<file path="config.mk">
export PLATFORM = sky130hd
export DESIGN_NAME = tsv_pattern_tx
export DESIGN_NICKNAME = d
export VERILOG_FILES = /design/src/rtl/tsv_test_defs_pkg.sv /design/src/rtl/tsv_pattern_gen.sv /design/src/rtl/tsv_pattern_tx.sv
export SDC_FILE = /design/constraint.sdc
export NUM_CORES = 1
export LEC_CHECK = 0
export BUFFER_PORTS_ARGS = -buffer_cell sky130_fd_sc_hd__buf_4
export CORE_MARGIN = 2
export CORE_UTILIZATION = 57
export CTS_BUF_LIST = sky130_fd_sc_hd__clkbuf_8
export DETAILED_ROUTE_END_ITERATION = 8
export PLACE_DENSITY = 0.8
export SLEW_MARGIN = 15
export SYNTH_ARGS = -nofsm -noshare
export SYNTH_HDL_FRONTEND = slang
export SYNTH_SLANG_ARGS = --single-unit
</file>
<file path="constraint.sdc">
create_clock -name clk -period 4.9 [get_ports clk]
set_input_delay 0.49 -clock clk [delete_from_list [all_inputs] [get_ports clk]]
set_output_delay 0.49 -clock clk [all_outputs]
set_load 0.02 [all_outputs]
</file>
<file path="src/rtl/tsv_test_defs_pkg.sv">
// ---------------------------------------------------------------------------
// tsv_test_defs_pkg
// Shared definitions for the TSV self-test link. Both the transmit block
// and the receive-side checker import this package, so the pattern
// encodings and frame layout live in one place.
//   - tsv_mode_e : pattern select encodings (6 and 7 are reserved)
//   - tx_state_e : framing FSM states of the transmitter
//   - FRAME_LEN  : serial cycles per framed word
//   - START_BIT / STOP_BIT : framing bit values
//   - PRBS_TAPS  : Galois feedback taps for x^32+x^22+x^2+x+1
// ---------------------------------------------------------------------------
package tsv_test_defs_pkg;

  localparam int TSV_DATA_W = 32;
  localparam int FRAME_LEN  = TSV_DATA_W + 3;

  localparam logic START_BIT = 1'b1;
  localparam logic STOP_BIT  = 1'b0;

  // x^32 term is implicit in the shift-out; the remaining terms are the taps.
  localparam logic [31:0] PRBS_TAPS = 32'h0040_0007;

  typedef enum logic [2:0] {
    MODE_ZERO    = 3'd0,
    MODE_ONES    = 3'd1,
    MODE_CHECKER = 3'd2,
    MODE_WALK1   = 3'd3,
    MODE_WALK0   = 3'd4,
    MODE_PRBS    = 3'd5,
    MODE_RSV6    = 3'd6,
    MODE_RSV7    = 3'd7
  } tsv_mode_e;

  typedef enum logic [2:0] {
    ST_IDLE   = 3'd0,
    ST_ARM    = 3'd1,
    ST_START  = 3'd2,
    ST_DATA   = 3'd3,
    ST_PARITY = 3'd4,
    ST_STOP   = 3'd5,
    ST_FIN    = 3'd6
  } tx_state_e;

endpackage

</file>
<file path="src/rtl/tsv_pattern_gen.sv">
// ---------------------------------------------------------------------------
// tsv_pattern_gen
// Produces the test word for word index k of a burst. The word is held in
// a register so the framer can grab it at the START of each frame; the
// following word is computed while the current frame is being shifted out.
// Ports:
//   clk       in   link clock
//   rst       in   asynchronous active-high reset
//   load_i    in   begin a burst: latch mode/seed, present word 0
//   mode_i    in   pattern select (tsv_mode_e encoding)
//   seed_i    in   PRBS seed (zero is replaced by 1)
//   advance_i in   current word consumed: present word k+1
//   word_o    out  current word
// ---------------------------------------------------------------------------
module tsv_pattern_gen
  import tsv_test_defs_pkg::*;
#(
  parameter int DATA_W = TSV_DATA_W
) (
  input  logic              clk,
  input  logic              rst,
  input  logic              load_i,
  input  logic [2:0]        mode_i,
  input  logic [DATA_W-1:0] seed_i,
  input  logic              advance_i,
  output logic [DATA_W-1:0] word_o
);

  localparam int KW = $clog2(DATA_W);
  localparam logic [DATA_W-1:0] TAPS = DATA_W'(PRBS_TAPS);

  // The word index is only KW bits wide, so walking patterns wrap
  // naturally every DATA_W words.
  logic [KW-1:0]     k_q;
  logic [KW-1:0]     k_d;
  logic [DATA_W-1:0] lfsr_q;
  logic [DATA_W-1:0] lfsr_d;
  logic [DATA_W-1:0] word_q;
  logic [DATA_W-1:0] seed_fix;
  tsv_mode_e         mode_q;

  // One word step of the PRBS = DATA_W single-bit Galois shifts.
  function automatic logic [DATA_W-1:0] prbs_adv(input logic [DATA_W-1:0] s);
    logic [DATA_W-1:0] r;
    r = s;
    for (int i = 0; i < DATA_W; i++) begin
      r = r[DATA_W-1] ? ((r << 1) ^ TAPS) : (r << 1);
    end
    return r;
  endfunction

  function automatic logic [DATA_W-1:0] pattern(input tsv_mode_e m,
                                                input logic [KW-1:0] k,
                                                input logic [DATA_W-1:0] l);
    logic [DATA_W-1:0] one_hot;
    logic [DATA_W-1:0] res;
    one_hot    = '0;
    one_hot[k] = 1'b1;
    case (m)
      MODE_ONES:    res = '1;
      MODE_CHECKER: res = k[0] ? {(DATA_W/2){2'b01}} : {(DATA_W/2){2'b10}};
      MODE_WALK1:   res = one_hot;
      MODE_WALK0:   res = ~one_hot;
      MODE_PRBS:    res = l;
      default:      res = '0;
    endcase
    return res;
  endfunction

  assign seed_fix = (seed_i == '0) ? DATA_W'(1) : seed_i;
  assign k_d      = k_q + 1'b1;
  assign lfsr_d   = prbs_adv(lfsr_q);
  assign word_o   = word_q;

  always_ff @(posedge clk or posedge rst) begin
    if (rst) begin
      mode_q <= MODE_ZERO;
      k_q    <= '0;
      lfsr_q <= '0;
      word_q <= '0;
    end else if (load_i) begin
      mode_q <= tsv_mode_e'(mode_i);
      k_q    <= '0;
      lfsr_q <= seed_fix;
      word_q <= pattern(tsv_mode_e'(mode_i), '0, seed_fix);
    end else if (advance_i) begin
      k_q    <= k_d;
      lfsr_q <= lfsr_d;
      word_q <= pattern(mode_q, k_d, lfsr_d);
    end
  end

endmodule

</file>
<file path="src/rtl/tsv_pattern_tx.sv">
// ---------------------------------------------------------------------------
// tsv_pattern_tx
// Transmit end of the TSV self-test link. Frames each generated test word
// as START(1) | DATA_W bits MSB first | even parity | STOP(0) and shifts it
// out one bit per clock. Frames of a burst are back-to-back.
// Ports:
//   clk       in   divided link clock
//   rst       in   asynchronous active-high reset
//   start     in   burst request, sampled only in IDLE
//   mode      in   pattern select, latched at start
//   word_cnt  in   words in burst, latched at start
//   seed      in   PRBS seed, latched at start
//   tx_out    out  serial line, idles low
//   busy      out  high while frames are being sent
//   done      out  one-cycle pulse at burst end
//   cur_word  out  word of the frame currently on the line
// ---------------------------------------------------------------------------
module tsv_pattern_tx
  import tsv_test_defs_pkg::*;
#(
  parameter int DATA_W = TSV_DATA_W,
  parameter int CNT_W  = 8
) (
  input  logic              clk,
  input  logic              rst,
  input  logic              start,
  input  logic [2:0]        mode,
  input  logic [CNT_W-1:0]  word_cnt,
  input  logic [DATA_W-1:0] seed,
  output logic              tx_out,
  output logic              busy,
  output logic              done,
  output logic [DATA_W-1:0] cur_word
);

  localparam int BW = $clog2(DATA_W);

  tx_state_e         state_q;
  logic [DATA_W-1:0] shift_q;
  logic              parity_q;
  logic [BW-1:0]     bit_q;
  logic [CNT_W-1:0]  left_q;
  logic              tx_q;
  logic              busy_q;
  logic              done_q;
  logic [DATA_W-1:0] cur_q;

  logic [DATA_W-1:0] gen_word;
  logic              gen_load;
  logic              gen_adv;
  logic              more_words;

  // ARM is the one cycle between accepting start and the first START bit;
  // it gives the generator time to present word 0.
  assign more_words = (left_q != '0);
  assign gen_load   = (state_q == ST_IDLE) && start;
  assign gen_adv    = ((state_q == ST_ARM) || (state_q == ST_STOP)) && more_words;

  tsv_pattern_gen #(
    .DATA_W (DATA_W)
  ) u_gen (
    .clk       (clk),
    .rst       (rst),
    .load_i    (gen_load),
    .mode_i    (mode),
    .seed_i    (seed),
    .advance_i (gen_adv),
    .word_o    (gen_word)
  );

  // Outputs are registered: each transition drives the line value that
  // belongs to the state being entered.
  always_ff @(posedge clk or posedge rst) begin
    if (rst) begin
      state_q  <= ST_IDLE;
      shift_q  <= '0;
      parity_q <= 1'b0;
      bit_q    <= '0;
      left_q   <= '0;
      tx_q     <= 1'b0;
      busy_q   <= 1'b0;
      done_q   <= 1'b0;
      cur_q    <= '0;
    end else begin
      done_q <= 1'b0;
      case (state_q)
        ST_IDLE: begin
          if (start) begin
            left_q  <= word_cnt;
            state_q <= ST_ARM;
          end
        end
        // Both the first frame and every back-to-back frame load here.
        ST_ARM, ST_STOP: begin
          if (more_words) begin
            state_q  <= ST_START;
            tx_q     <= START_BIT;
            busy_q   <= 1'b1;
            shift_q  <= gen_word;
            cur_q    <= gen_word;
            parity_q <= ^gen_word;
            left_q   <= left_q - 1'b1;
          end else begin
            state_q <= ST_FIN;
            tx_q    <= 1'b0;
            busy_q  <= 1'b0;
            done_q  <= 1'b1;
          end
        end
        ST_START: begin
          state_q <= ST_DATA;
          tx_q    <= shift_q[DATA_W-1];
          shift_q <= shift_q << 1;
          bit_q   <= BW'(DATA_W - 1);
        end
        ST_DATA: begin
          if (bit_q == '0) begin
            state_q <= ST_PARITY;
            tx_q    <= parity_q;
          end else begin
            tx_q    <= shift_q[DATA_W-1];
            shift_q <= shift_q << 1;
            bit_q   <= bit_q - 1'b1;
          end
        end
        ST_PARITY: begin
          state_q <= ST_STOP;
          tx_q    <= STOP_BIT;
        end
        ST_FIN: begin
          state_q <= ST_IDLE;
        end
        default: begin
          state_q <= ST_IDLE;
          tx_q    <= 1'b0;
          busy_q  <= 1'b0;
        end
      endcase
    end
  end

  assign tx_out   = tx_q;
  assign busy     = busy_q;
  assign done     = done_q;
  assign cur_word = cur_q;

endmodule

</file>
==> flow_summary.json <==
{
  "crit_fanout": 44,
  "routed_wl_mm": 29.0,
  "area_growth_pct": 10.2,
  "dieArea_um2": 18000,
  "rsz0062_at_grt": "no",
  "path_buf_inv": 2,
  "yosys_register_bits": 156,
  "synth.distinct_cells": 79,
  "grt_pass1_vias": 8012,
  "insertedDiodeCount": 0,
  "vias": 8693,
  "worst_path_dominant_cell_family": "compound AO/OA/AOI/OAI gates",
  "place_inst": 1344,
  "die_y_um": 134,
  "track_usage_pct": 32.9,
  "powerDensity_nw_per_um2": 852,
  "drv_cap": 0,
  "drt_iter0_drc": 1076,
  "htree_num_levels": 4,
  "firstDrtPassIters": 7,
  "syn_nets": 1178,
  "core_um2": 16600,
  "syn-instance-count": 1123,
  "tightest_slew_ns": 1.09,
  "max_freq_mhz": 305,
  "hpwlAfterDp_mm": 20.5,
  "path_clk_slew_ns": 0.09,
  "total_power_mw": 9.08,
  "critPathMaxStageDelay_ns": 0.72,
  "fin_crit_ns": 3.27,
  "grt_pass1_wl_mm": 45.4,
  "setup.worst_path.start_class": "register",
  "dpl_cell_area_um2": 10200,
  "most-common-layout-cells": "nand2_1 (225), dfrtp_1 (156), buf_4 (92)",
  "drive_gt1_share_pct": 13.2,
  "pre_cts_slack_ns": 1.70,
  "crit_type": "reg2reg",
  "timing.final.crit_share_pct": 66.8,
  "clockBufferDepth": 2,
  "root_buffer": "clkbuf_8",
  "io_pins": 81,
  "finalInstanceArea_um2": 10700,
  "wl_per_cell_um": 21.1,
  "grt_max_degree": 64,
  "ys.flop_type": "dfrtp_1",
  "hold_class": "in2async",
  "cts.repair.resized": 0,
  "path_cells": "inv_1 > ha_1 > nor4b_2 > a21o_2 > buf_4 > a211oi_4 > o21ai_0 > nand2_1 > a221o_1",
  "yosysWarnings": 0,
  "p_leak_nw": 4.69,
  "async_flop_share_pct": 100,
  "syn_area_um2": 9670,
  "drv_slew": 0,
  "stdcell_count": 1376,
  "clock_skew_ns": 0.0153,
  "hold_viol": 0,
  "start_util_pct": 58.3,
  "finalWeightedCongestion": 1.00,
  "numCtsBuffers": 17,
  "die_x_um": 134,
  "cts_hold_buf": 0,
  "arrival_ns": 3.62,
  "end_kind": "register",
  "maxSlewHeadroom_pct": 27.0,
  "postCtsSetupBuffers": 0,
  "fp-row-count": 47,
  "synth_edf_count": 0,
  "irDropWorstVdd_mv": 0.668,
  "status": "finished, final reports clean",
  "grt_antenna_before_repair": 0,
  "slowest_stage": "a21o_2",
  "yosysSeqAreaShare_pct": 40.4,
  "clock-sinks": 156,
  "drcViolationCount": 0,
  "overflow": 0,
  "setup_tns_ns": 0,
  "layout.nets": 1198,
  "synth.avg_cell_area_um2": 8.61,
  "io_buffer_count": 80,
  "cts_tree": "done",
  "layout_commonest_cell": "nand2_1",
  "setup_viol": 0,
  "detail-route-antenna-nets": 0,
  "layout_setup_ws_ns": 1.63,
  "cp.required_ns": 5.25,
  "viasPerCell": 6.32,
  "clk_latency_ns": 0.47
}
-- sequential cells by signal (all words and copies together) (netlist names), 5 cells and up --
| name | flops |
|---|---|
| left_q | 8 |
| u_gen.k_q | 5 |
| u_gen.lfsr_q | 32 |
| u_gen.word_o | 32 |
| shift_q | 32 |
| bit_q | 5 |
| cur_word | 32 |
-- worst paths after layout --
path,start,endpoint,slack [ns],cells after the start
min in group clk,word_cnt[3],left_q[3],0.27,3
worst max-delay path,left_q[0],u_gen.word_o[10],1.63,9
worst min register to register,cur_word[17],cur_word[17],0.48,2
worst max register to register,left_q[0],u_gen.word_o[10],1.63,9
max in group asynchronous,rst,shift_q[17],3.74,3
worst min-delay path,rst,left_q[6],0.05,2
-- metrics by stage --
step | utilization (%) | hold slack [ns]
final | 64.3 | 0.0511
after floorplan | - | 0.449
after CTS | 64.3 | 0.0455
after global placement | 61.8 | 0.461
after global routing | 64.3 | 0.0826
after detailed placement | 61.8 | 0.464
-- kinds of logic after synthesis --
family          share of synthesized area (%)
simple gates                             17.7
fa+ha+maj                                1.16
flops                                    40.4
compound gates                           22.7
xor+xnor                                 12.8
buf+inv                                  4.98
mux                                     0.311
-- final cells by class --
type	count	area, µm²
well taps	220	275
flip-flops and latches	156	3900
repair buffers	92	691
inverters	14	57.6
multi-input cells	862	5320
clock buffers	19	262
clock inverters	13	154
fillers	1392	5930
-- synthesized netlist by cell type, types with 11 or more instances --
cell type  number  share of area (%)
a21oi_1        60                3.1
a221o_1        15                1.6
a22oi_1        33                2.6
a311oi_1       11                1.0
a31oi_1        36                2.3
buf_2          21                1.1
clkbuf_1       54                2.1
dfrtp_1       156                 40
inv_1          14               0.54
nand2_1       226                8.8
nor2_1         71                2.8
nor2b_1        22                1.4
nor3_1         15               0.78
o211ai_1       18                1.4
o21a_1         11               0.85
o21ai_0        82                4.2
o21ai_1        21                1.1
xnor2_1        81                7.3
xor2_1         30                2.7
-- report_power, final --
group | internal [mW] | total [mW] | switching, mW
Sequential | 1.87 | 2.62 | 0.749
Combinational | 2.32 | 5.42 | 3.10
Clock | 0.492 | 1.03 | 0.539
Total | 4.69 | 9.08 | 4.39
-- metal layers --
metal  part of all wire [%]  routed length, µm  track usage (%)  up-vias
met4                    4.4               1290             14.9        0
met3                    9.3               2690             6.61       98
met1                     41              11900             45.4     4186
li1                       -                  -                -     3977
met5                      0                  0                0        -
met2                     45              13200             50.2      432
(Power assumes the default switching activity.)
